[config.mk]
export PLATFORM = sky130hd
export DESIGN_NAME = counter_seq_ctrl_flat
export DESIGN_NICKNAME = d
export VERILOG_FILES = /design/src/rtl/counter_seq_ctrl_pkg.sv /design/src/rtl/counter_seq_ctrl_if.sv /design/src/rtl/counter_seq_ctrl_timer.sv /design/src/rtl/counter_seq_ctrl.sv /design/src/flat_wrapper.sv
export SDC_FILE = /design/constraint.sdc
export NUM_CORES = 1
export LEC_CHECK = 0
export CAP_MARGIN = 20
export CELL_PAD_IN_SITES_DETAIL_PLACEMENT = 1
export CELL_PAD_IN_SITES_GLOBAL_PLACEMENT = 2
export CORE_AREA = 2 2 63 65
export CTS_CLUSTER_SIZE = 16
export DETAILED_ROUTE_END_ITERATION = 10
export DIE_AREA = 0 0 65 67
export GPL_TIMING_DRIVEN = 0
export PLACE_DENSITY_LB_ADDON = 0.1
export SYNTH_ARGS = -nofsm -noshare
export SYNTH_HDL_FRONTEND = slang
export SYNTH_SLANG_ARGS = --single-unit
[constraint.sdc]
create_clock -name clk -period 2.3 [get_ports clk]
set_input_delay 0.345 -clock clk [delete_from_list [all_inputs] [get_ports clk]]
set_output_delay 0.345 -clock clk [all_outputs]
set_load 0.03 [all_outputs]
[src/rtl/counter_seq_ctrl_pkg.sv]
`default_nettype none
// +----------------------------------------------------------------------+
// | Package : counter_seq_ctrl_pkg                                       |
// | Shared command/state encodings and sizing helpers for the counter    |
// | command sequencer.                                                   |
// | Rev     : 1.0  initial release                                       |
// +----------------------------------------------------------------------+
package counter_seq_ctrl_pkg;

   // Command opcodes as carried on cmd_op
   typedef enum logic [1:0] {
      OP_STOP    = 2'b00,
      OP_LOAD    = 2'b01,
      OP_RUN_TO  = 2'b10,
      OP_RUN_CYC = 2'b11
   } op_e;

   // Sequencer states
   typedef enum logic [1:0] {
      S_IDLE = 2'b00,
      S_LOAD = 2'b01,
      S_RUN  = 2'b10,
      S_DONE = 2'b11
   } state_e;

   localparam int DEF_WIDTH = 4;

   // Default RUN_TO budget: two full sweeps of the counter, enough for the
   // worst case where the counter first has to bounce off an end stop.
   function automatic int tmo_cyc(input int width);
      return 2 ** (width + 1);
   endfunction

   // Width of a down-counter that must hold the value tmo itself
   function automatic int tmr_width(input int tmo);
      return $clog2(tmo + 1);
   endfunction

endpackage
`default_nettype wire

[src/rtl/counter_seq_ctrl_if.sv]
`default_nettype none
// +----------------------------------------------------------------------+
// | Interface : counter_seq_ctrl_if                                      |
// | Command valid/ready channel plus abort and status back to the        |
// | issuing logic.                                                       |
// | Rev       : 1.0  initial release                                     |
// +----------------------------------------------------------------------+
interface counter_seq_ctrl_if
   import counter_seq_ctrl_pkg::*;
#(
   parameter int WIDTH = DEF_WIDTH
);

   logic             cmd_valid;
   logic             cmd_ready;
   op_e              cmd_op;
   logic [WIDTH-1:0] cmd_arg;
   logic             abort;
   logic             busy;
   logic             done;
   logic             err;

   // Issuer side
   modport master (
      output cmd_valid, cmd_op, cmd_arg, abort,
      input  cmd_ready, busy, done, err
   );

   // Sequencer side
   modport slave (
      input  cmd_valid, cmd_op, cmd_arg, abort,
      output cmd_ready, busy, done, err
   );

endinterface
`default_nettype wire

[src/rtl/counter_seq_ctrl_timer.sv]
`default_nettype none
// +----------------------------------------------------------------------+
// | Module : counter_seq_ctrl_timer                                      |
// | Loadable down-counter with zero / last-count flags. Holds a RUN_CYC  |
// | cycle count or the RUN_TO timeout budget.                            |
// | Rev    : 1.0  initial release                                        |
// +----------------------------------------------------------------------+
module counter_seq_ctrl_timer #(
   parameter int TW = 6
) (
   input  wire          clk,
   input  wire          asyn_rstn,
   input  wire          load,
   input  wire [TW-1:0] load_val,
   input  wire          dec,
   output logic         zero,
   output logic         last
);

   logic [TW-1:0] remain;

   // Load wins over decrement; decrement stops at zero so the flag is sticky
   always_ff @(posedge clk or negedge asyn_rstn) begin
      if (!asyn_rstn) begin
         remain <= '0;
      end else if (load) begin
         remain <= load_val;
      end else if (dec && (remain != '0)) begin
         remain <= remain - TW'(1);
      end
   end

   assign zero = (remain == '0);
   assign last = (remain == TW'(1));

endmodule
`default_nettype wire

[src/rtl/counter_seq_ctrl.sv]
`default_nettype none
// +----------------------------------------------------------------------+
// | Module : counter_seq_ctrl                                            |
// | Command sequencer for an up/down counter: accepts STOP / LOAD /      |
// | RUN_TO / RUN_CYC, drives the counter's enb/load/data_in and reports  |
// | completion (done) with an error flag for abort or timeout.           |
// | Rev    : 1.0  initial release                                        |
// +----------------------------------------------------------------------+
module counter_seq_ctrl
   import counter_seq_ctrl_pkg::*;
#(
   parameter int WIDTH   = DEF_WIDTH,
   parameter int TMO_CYC = tmo_cyc(WIDTH)
) (
   input  wire              clk,
   input  wire              asyn_rstn,
   counter_seq_ctrl_if.slave cmd,
   output logic             cnt_enb,
   output logic             cnt_load,
   output logic [WIDTH-1:0] cnt_data,
   input  wire  [WIDTH-1:0] cnt_count
);

   localparam int TW = tmr_width(TMO_CYC);

   state_e           state_q;
   state_e           state_d;
   op_e              op_q;
   logic [WIDTH-1:0] arg_q;
   logic             err_q;
   logic             err_d;

   logic             accept;
   logic             match;
   logic             tmr_load;
   logic [TW-1:0]    tmr_val;
   logic             tmr_zero;
   logic             tmr_last;

   assign accept = (state_q == S_IDLE) && cmd.cmd_valid;
   assign match  = (cnt_count == arg_q);

   // Cycle-count / timeout budget; consumed only on enabled counter cycles
   counter_seq_ctrl_timer #(
      .TW (TW)
   ) u_timer (
      .clk       (clk),
      .asyn_rstn (asyn_rstn),
      .load      (tmr_load),
      .load_val  (tmr_val),
      .dec       (cnt_enb),
      .zero      (tmr_zero),
      .last      (tmr_last)
   );

   // State, captured command fields and completion status
   always_ff @(posedge clk or negedge asyn_rstn) begin
      if (!asyn_rstn) begin
         state_q <= S_IDLE;
         op_q    <= OP_STOP;
         arg_q   <= '0;
         err_q   <= 1'b0;
      end else begin
         state_q <= state_d;
         err_q   <= err_d;
         if (accept) begin
            op_q  <= cmd.cmd_op;
            arg_q <= cmd.cmd_arg;
         end
      end
   end

   // Next-state and counter drive; everything towards the counter is a
   // function of registered state so cmd_* never reaches an output directly
   always_comb begin
      state_d  = state_q;
      err_d    = err_q;
      cnt_enb  = 1'b0;
      cnt_load = 1'b0;
      cnt_data = '0;
      tmr_load = 1'b0;
      tmr_val  = '0;

      case (state_q)
         S_IDLE: begin
            if (cmd.cmd_valid) begin
               err_d    = 1'b0;
               tmr_load = 1'b1;
               tmr_val  = (cmd.cmd_op == OP_RUN_TO) ? TW'(TMO_CYC) : TW'(cmd.cmd_arg);
               case (cmd.cmd_op)
                  OP_STOP:    state_d = S_DONE;
                  OP_LOAD:    state_d = S_LOAD;
                  OP_RUN_TO:  state_d = S_RUN;
                  OP_RUN_CYC: state_d = (cmd.cmd_arg == '0) ? S_DONE : S_RUN;
                  default:    state_d = S_DONE;
               endcase
            end
         end

         S_LOAD: begin
            cnt_load = 1'b1;
            cnt_data = arg_q;
            state_d  = S_DONE;
         end

         S_RUN: begin
            if (op_q == OP_RUN_TO) begin
               // Match beats abort beats timeout
               if (match) begin
                  state_d = S_DONE;
               end else if (cmd.abort || tmr_zero) begin
                  err_d   = 1'b1;
                  state_d = S_DONE;
               end else begin
                  cnt_enb = 1'b1;
               end
            end else begin
               // The final counted cycle completes even if abort arrives with it
               if (tmr_last) begin
                  cnt_enb = 1'b1;
                  state_d = S_DONE;
               end else if (cmd.abort) begin
                  err_d   = 1'b1;
                  state_d = S_DONE;
               end else begin
                  cnt_enb = 1'b1;
               end
            end
         end

         S_DONE: begin
            state_d = S_IDLE;
         end

         default: begin
            state_d = S_IDLE;
         end
      endcase
   end

   assign cmd.cmd_ready = (state_q == S_IDLE);
   assign cmd.busy      = (state_q != S_IDLE);
   assign cmd.done      = (state_q == S_DONE);
   assign cmd.err       = (state_q == S_DONE) && err_q;

endmodule
`default_nettype wire
[src/flat_wrapper.sv]
// flat-port wrapper written by rule: the top's interface ports become plain ports
module counter_seq_ctrl_flat import counter_seq_ctrl_pkg::*;
#(
   parameter int WIDTH   = DEF_WIDTH,
   parameter int TMO_CYC = tmo_cyc(WIDTH)
)
  (clk, asyn_rstn, cnt_enb, cnt_load, cnt_data, cnt_count, cmd_cmd_valid, cmd_cmd_op, cmd_cmd_arg, cmd_abort, cmd_cmd_ready, cmd_busy, cmd_done, cmd_err);
  counter_seq_ctrl_if #(.WIDTH(WIDTH)) cmd_i ();
  input  wire clk;
  input  wire asyn_rstn;
  output logic cnt_enb;
  output logic cnt_load;
  output logic [WIDTH-1:0] cnt_data;
  input  wire  [WIDTH-1:0] cnt_count;
  input wire logic [$bits(cmd_i.cmd_valid)-1:0] cmd_cmd_valid;
  input wire logic [$bits(cmd_i.cmd_op)-1:0] cmd_cmd_op;
  input wire logic [$bits(cmd_i.cmd_arg)-1:0] cmd_cmd_arg;
  input wire logic [$bits(cmd_i.abort)-1:0] cmd_abort;
  output wire logic [$bits(cmd_i.cmd_ready)-1:0] cmd_cmd_ready;
  output wire logic [$bits(cmd_i.busy)-1:0] cmd_busy;
  output wire logic [$bits(cmd_i.done)-1:0] cmd_done;
  output wire logic [$bits(cmd_i.err)-1:0] cmd_err;
  assign cmd_i.cmd_valid = cmd_cmd_valid;
  assign cmd_i.cmd_op = cmd_cmd_op;
  assign cmd_i.cmd_arg = cmd_cmd_arg;
  assign cmd_i.abort = cmd_abort;
  assign cmd_cmd_ready = cmd_i.cmd_ready;
  assign cmd_busy = cmd_i.busy;
  assign cmd_done = cmd_i.done;
  assign cmd_err = cmd_i.err;
  counter_seq_ctrl #(.WIDTH(WIDTH), .TMO_CYC(TMO_CYC)) u_core (.clk(clk), .asyn_rstn(asyn_rstn), .cmd(cmd_i), .cnt_enb(cnt_enb), .cnt_load(cnt_load), .cnt_data(cnt_data), .cnt_count(cnt_count));
endmodule
==> results <==
==> what timing repair did <==
action                     CTS  global route
setup buffers                1             0
pin swaps                    1             0
gates cloned                 0             0
gates resized for setup      8             1
setup endpoints to repair    1             1
==> cells in the mapped netlist, types with 2 or more instances <==
cell type	instances	area share
sky130_fd_sc_hd__xor2_1	4	0.033
sky130_fd_sc_hd__nor4_4	2	0.040
sky130_fd_sc_hd__nand2b_1	3	0.018
sky130_fd_sc_hd__nand3b_1	2	0.014
sky130_fd_sc_hd__o211ai_1	4	0.028
sky130_fd_sc_hd__or3_1	2	0.012
sky130_fd_sc_hd__nand2_1	12	0.042
sky130_fd_sc_hd__clkbuf_1	2	0.0070
sky130_fd_sc_hd__mux2i_1	2	0.019
sky130_fd_sc_hd__o21ai_0	4	0.019
sky130_fd_sc_hd__nor2_1	4	0.014
sky130_fd_sc_hd__nor3_1	2	0.0094
sky130_fd_sc_hd__nand3_1	2	0.0094
sky130_fd_sc_hd__dfrtp_1	15	0.35
sky130_fd_sc_hd__a21oi_1	2	0.0094
sky130_fd_sc_hd__nor3_2	2	0.019
sky130_fd_sc_hd__a31oi_1	2	0.012
sky130_fd_sc_hd__a32o_1	2	0.019
sky130_fd_sc_hd__mux2_2	6	0.063
sky130_fd_sc_hd__ha_1	8	0.094
sky130_fd_sc_hd__nor4_1	2	0.012
sky130_fd_sc_hd__inv_1	7	0.025
sky130_fd_sc_hd__nand4_1	2	0.012
sky130_fd_sc_hd__and2_1	5	0.029
==> cell families (layout without fill, tap and decap cells) <==
| kind of cell | after synthesis | count (layout) |
|---|---|---|
| multiplexers | 8 | 8 |
| buffers and inverters | 9 | 37 |
| flip-flops | 15 | 15 |
| adder cells (fa/ha/maj) | 8 | 8 |
| AND/OR/NAND/NOR | 41 | 41 |
| XOR/XNOR | 4 | 4 |
| AO/OA/AOI/OAI | 24 | 24 |
==> flip-flops by register name, summed over array words and instances (netlist names) <==
signal                 flops
u_core.state_q             2
u_core.op_q                2
u_core.arg_q               4
u_core.u_timer.remain      6
u_core.err_q               1
==> layout by cell type, fill, tap and decap left out, types with 3 or more instances in the layout <==
cell type                          n
sky130_fd_sc_hd__clkdlybuf4s50_1  22
sky130_fd_sc_hd__dfrtp_1          14
sky130_fd_sc_hd__nand2_1          12
sky130_fd_sc_hd__ha_1              8
sky130_fd_sc_hd__inv_1             7
sky130_fd_sc_hd__mux2_2            6
sky130_fd_sc_hd__and2_1            5
sky130_fd_sc_hd__o21ai_0           4
sky130_fd_sc_hd__nor2_1            4
sky130_fd_sc_hd__o211ai_1          4
sky130_fd_sc_hd__nand2b_1          3
sky130_fd_sc_hd__clkbuf_8          3
==> worst register-to-register path: stages, from the launching register on <==
cell	delay [ns]
sky130_fd_sc_hd__dfrtp_1	0.46
sky130_fd_sc_hd__nor4_4	0.43
sky130_fd_sc_hd__a21boi_1	0.18
sky130_fd_sc_hd__o22ai_1	0.45
sky130_fd_sc_hd__nand3_1	0.15
sky130_fd_sc_hd__a32o_1	0.29
==> per-stage QoR <==
step                setup slack (ns)  hold WS, ns  setup TNS (ns)
global placement              -0.391        0.483          -0.391
global route                 0.00881        0.537               0
detailed placement            -0.422        0.496          -0.476
CTS                           0.0797        0.510               0
finish                         0.110        0.511               0
floorplan                      0.304       0.0494               0
==> final timing paths <==
path                                     startpoint                  endpoint  slack, ns
setup / recovery                  u_core.state_q[1]               cnt_data[0]       0.11
hold / removal                       u_core.op_q[0]            u_core.op_q[0]       0.51
setup reg to reg           u_core.u_timer.remain[3]  u_core.u_timer.remain[3]       0.23
hold reg to reg                      u_core.op_q[0]            u_core.op_q[0]       0.51
max in group asynchronous                 asyn_rstn  u_core.u_timer.remain[0]       1.24
min in group asynchronous                 asyn_rstn  u_core.u_timer.remain[0]       0.54
==> power groups by stage <==
stage	combinational (mW)	clock (mW)	sequential, mW
after global placement	1.11	0	0.534
after CTS	1.14	0.225	0.543
after floorplan	0.815	0	0.499
after detailed placement	1.13	0	0.542
final	1.13	0.213	0.546
after global routing	1.25	0.240	0.570
==> final cells by class <==
| type | count | area share |
|---|---|---|
| plain buffers | 2 | 0.00528 |
| multi-input cells | 85 | 0.473 |
| clock buffers | 3 | 0.0290 |
| repair buffers | 24 | 0.164 |
| clock inverters | 1 | 0.00352 |
| well taps | 48 | 0.0423 |
| flip-flops and latches | 15 | 0.265 |
| inverters | 7 | 0.0185 |
==> routing by layer <==
layer,up-vias,global-route usage
met5,-,0
met4,0,0.0160
met3,0,0.0389
met2,11,0.256
met1,482,0.190
li1,452,-
==> tab_implementation.tex <==
\begin{tabular}{lr}
\hline
Metric & Value \\
\hline
\multicolumn{2}{l}{\textbf{Outcome}} \\
Outcome & finished, final reports clean \\
\multicolumn{2}{l}{\textbf{Worst setup path}} \\
Crit. End Element & output pin \\
Arrival time reported for the critical path endpoint & 1.85 ns \\
Buffers \& Inverters on Critical Path & 2 \\
CP cell instances & inv\_1 -> ha\_1 -> and2\_1 -> clkdlybuf4s50\_1 \\
Depth of the worst register-to-register path & 5 \\
CP peak stage delay & 0.67 ns \\
Worst path top cell family by delay & buffers and inverters \\
Required time of the worst setup path & 1.96 ns \\
Kind of launch point of the worst setup path & register \\
Critical Setup Path Class & reg2out \\
Largest fanout of any net on the critical path & 5 \\
Slowest library cell on the worst path & sky130\_fd\_sc\_hd\_\_clkdlybuf4s50\_1 \\
Number of stages on the worst setup path & 4 \\
\multicolumn{2}{l}{\textbf{Floorplanning}} \\
Area enclosed by the die boundary & 4360 µm² \\
Initial Util & 0.296 \\
Die boundary width & 65 µm \\
Placeable core area & 3610 µm² \\
Number of standard-cell rows in the floorplan & 22 \\
Count of boundary I/O pins & 24 \\
Die Span Y & 67 µm \\
\multicolumn{2}{l}{\textbf{Synth}} \\
Mapped Avg Cell Area & 9.78 µm² \\
Adder-cell share of the synthesized area & 0.0939 \\
Netlist cell types & 35 \\
Synthesized-area fraction occupied by ao, oa, aoi and oai cells & 0.169 \\
Dominant combinational cell family by area after synthesis & simple AND/OR/NAND/NOR gates \\
Yosys synthesis warning count & 0 \\
Post-synthesis cell area & 1070 µm² \\
Area share of xor/xnor cells in the synthesized design & 0.0329 \\
EDFF count, synth & 0 \\
Fraction of synthesis flops using an asynchronous set or reset pin & 1.00 \\
Synth Area in Simple Gates & 0.238 \\
Synth Instances & 109 \\
Seq cells post-synth & 15 \\
Proportion of synthesized area in mux cells & 0.0822 \\
Proportion of synthesized chip area in sequential cells & 0.352 \\
Net Count, Synth & 131 \\
Synth Flop Type & sky130\_fd\_sc\_hd\_\_dfrtp\_1 \\
\multicolumn{2}{l}{\textbf{Job}} \\
Number of max-cap violations & 0 \\
\multicolumn{2}{l}{\textbf{STA}} \\
Crit share post-route & 0.952 \\
Setup repair after global routing missed its margin & false \\
Worst Skew & 0.00436 ns \\
Final critical-path required period & 2.19 ns \\
Top achievable clock speed & 457 MHz \\
Worst slew margin relative to its limit & 0.496 \\
Final Max Tran Viols & 0 \\
Transition time of the tightest slew-check pin & 0.754 ns \\
\# setup viols final & 0 \\
Final Hold Fails & 0 \\
\multicolumn{2}{l}{\textbf{Routing}} \\
Final routed wire length divided by cell count & 15.8 µm \\
Routed wire length & 2920 µm \\
Remaining routing DRC violations & 0 \\
Detailed-route wire length on metal 1 & 1380 µm \\
Met3 WL post-DR & 103 µm \\
Vias after detailed routing & 945 \\
DRT iter0 DRCs & 36 \\
Post-detailed-route via-to-cell ratio & 5.11 \\
Number of iterations in the first detailed-routing pass & 2 \\
Top metal layer carrying routed signals & met3 \\
Antenna-violating nets left & 0 \\
Met2 wire len & 1440 µm \\
\multicolumn{2}{l}{\textbf{Placement}} \\
HPWL after detailed placement & 2320 µm \\
Cell count after placement & 180 \\
Total placed instance area & 1360 µm² \\
Port-buffer cells & 23 \\
Last weighted congestion value of the routability-driven placer & 0.733 \\
\multicolumn{2}{l}{\textbf{Power}} \\
Leakage & 0.586 nW \\
Pint & 1.02 mW \\
Portion of total power attributed to the clock network & 0.113 \\
Fraction of power spent switching nets & 0.460 \\
Share of total power in combinational logic & 0.598 \\
Power after layout & 1.89 mW \\
Sequential fraction of design power & 0.289 \\
Ratio of total power to cell area & 1330 nW/µm² \\
Power spent charging and discharging nets & 870 µW \\
IR drop worst, VDD & 0.000457 V \\
\multicolumn{2}{l}{\textbf{Clock network}} \\
Root cell of the clock tree & sky130\_fd\_sc\_hd\_\_clkbuf\_8 \\
Clock transition at the register clock pins on the worst setup and hold paths after CTS & 0.06 ns \\
Sink count of the clock tree & 15 \\
Hold buffers post-CTS & 0 \\
TritonCTS clock tree & built \\
Number of buffers between clock root and the deepest sink & 2 \\
CTS HTree Levels & 1 \\
Worst-Skew Late Latency & 0.25 ns \\
CTS buffer count & 3 \\
\multicolumn{2}{l}{\textbf{GRT}} \\
Number of global-route vias before repair & 960 \\
Global route total overflow & 0 \\
Global-route total usage across every layer & 0.148 \\
Number of antenna violations at the first check in global routing & 0 \\
Maximum number of pins on one net before global-route repair & 16 \\
First-pass GRT wire length & 4890 µm \\
\multicolumn{2}{l}{\textbf{Hold path}} \\
Worst Hold Class & reg2reg \\
Number of cells on the worst hold path & 2 \\
\multicolumn{2}{l}{\textbf{Cells and area}} \\
Finished Cell Area & 1420 µm² \\
Number of standard cells in the final layout excluding fillers & 185 \\
Area added between synthesis and finish & 33.3\% \\
Area taken by multi-input logic gates & 672 µm² \\
Antenna diode instance count & 0 \\
Post-route core utilization & 0.394 \\
Fraction of final layout cells with drive strength greater than 1 & 0.168 \\
Filler cell count & 425 \\
Net count of the finished layout & 160 \\
Register cell area after layout & 377 µm² \\
\hline
\end{tabular}
Note: power is estimated with default switching activity, not from simulation.
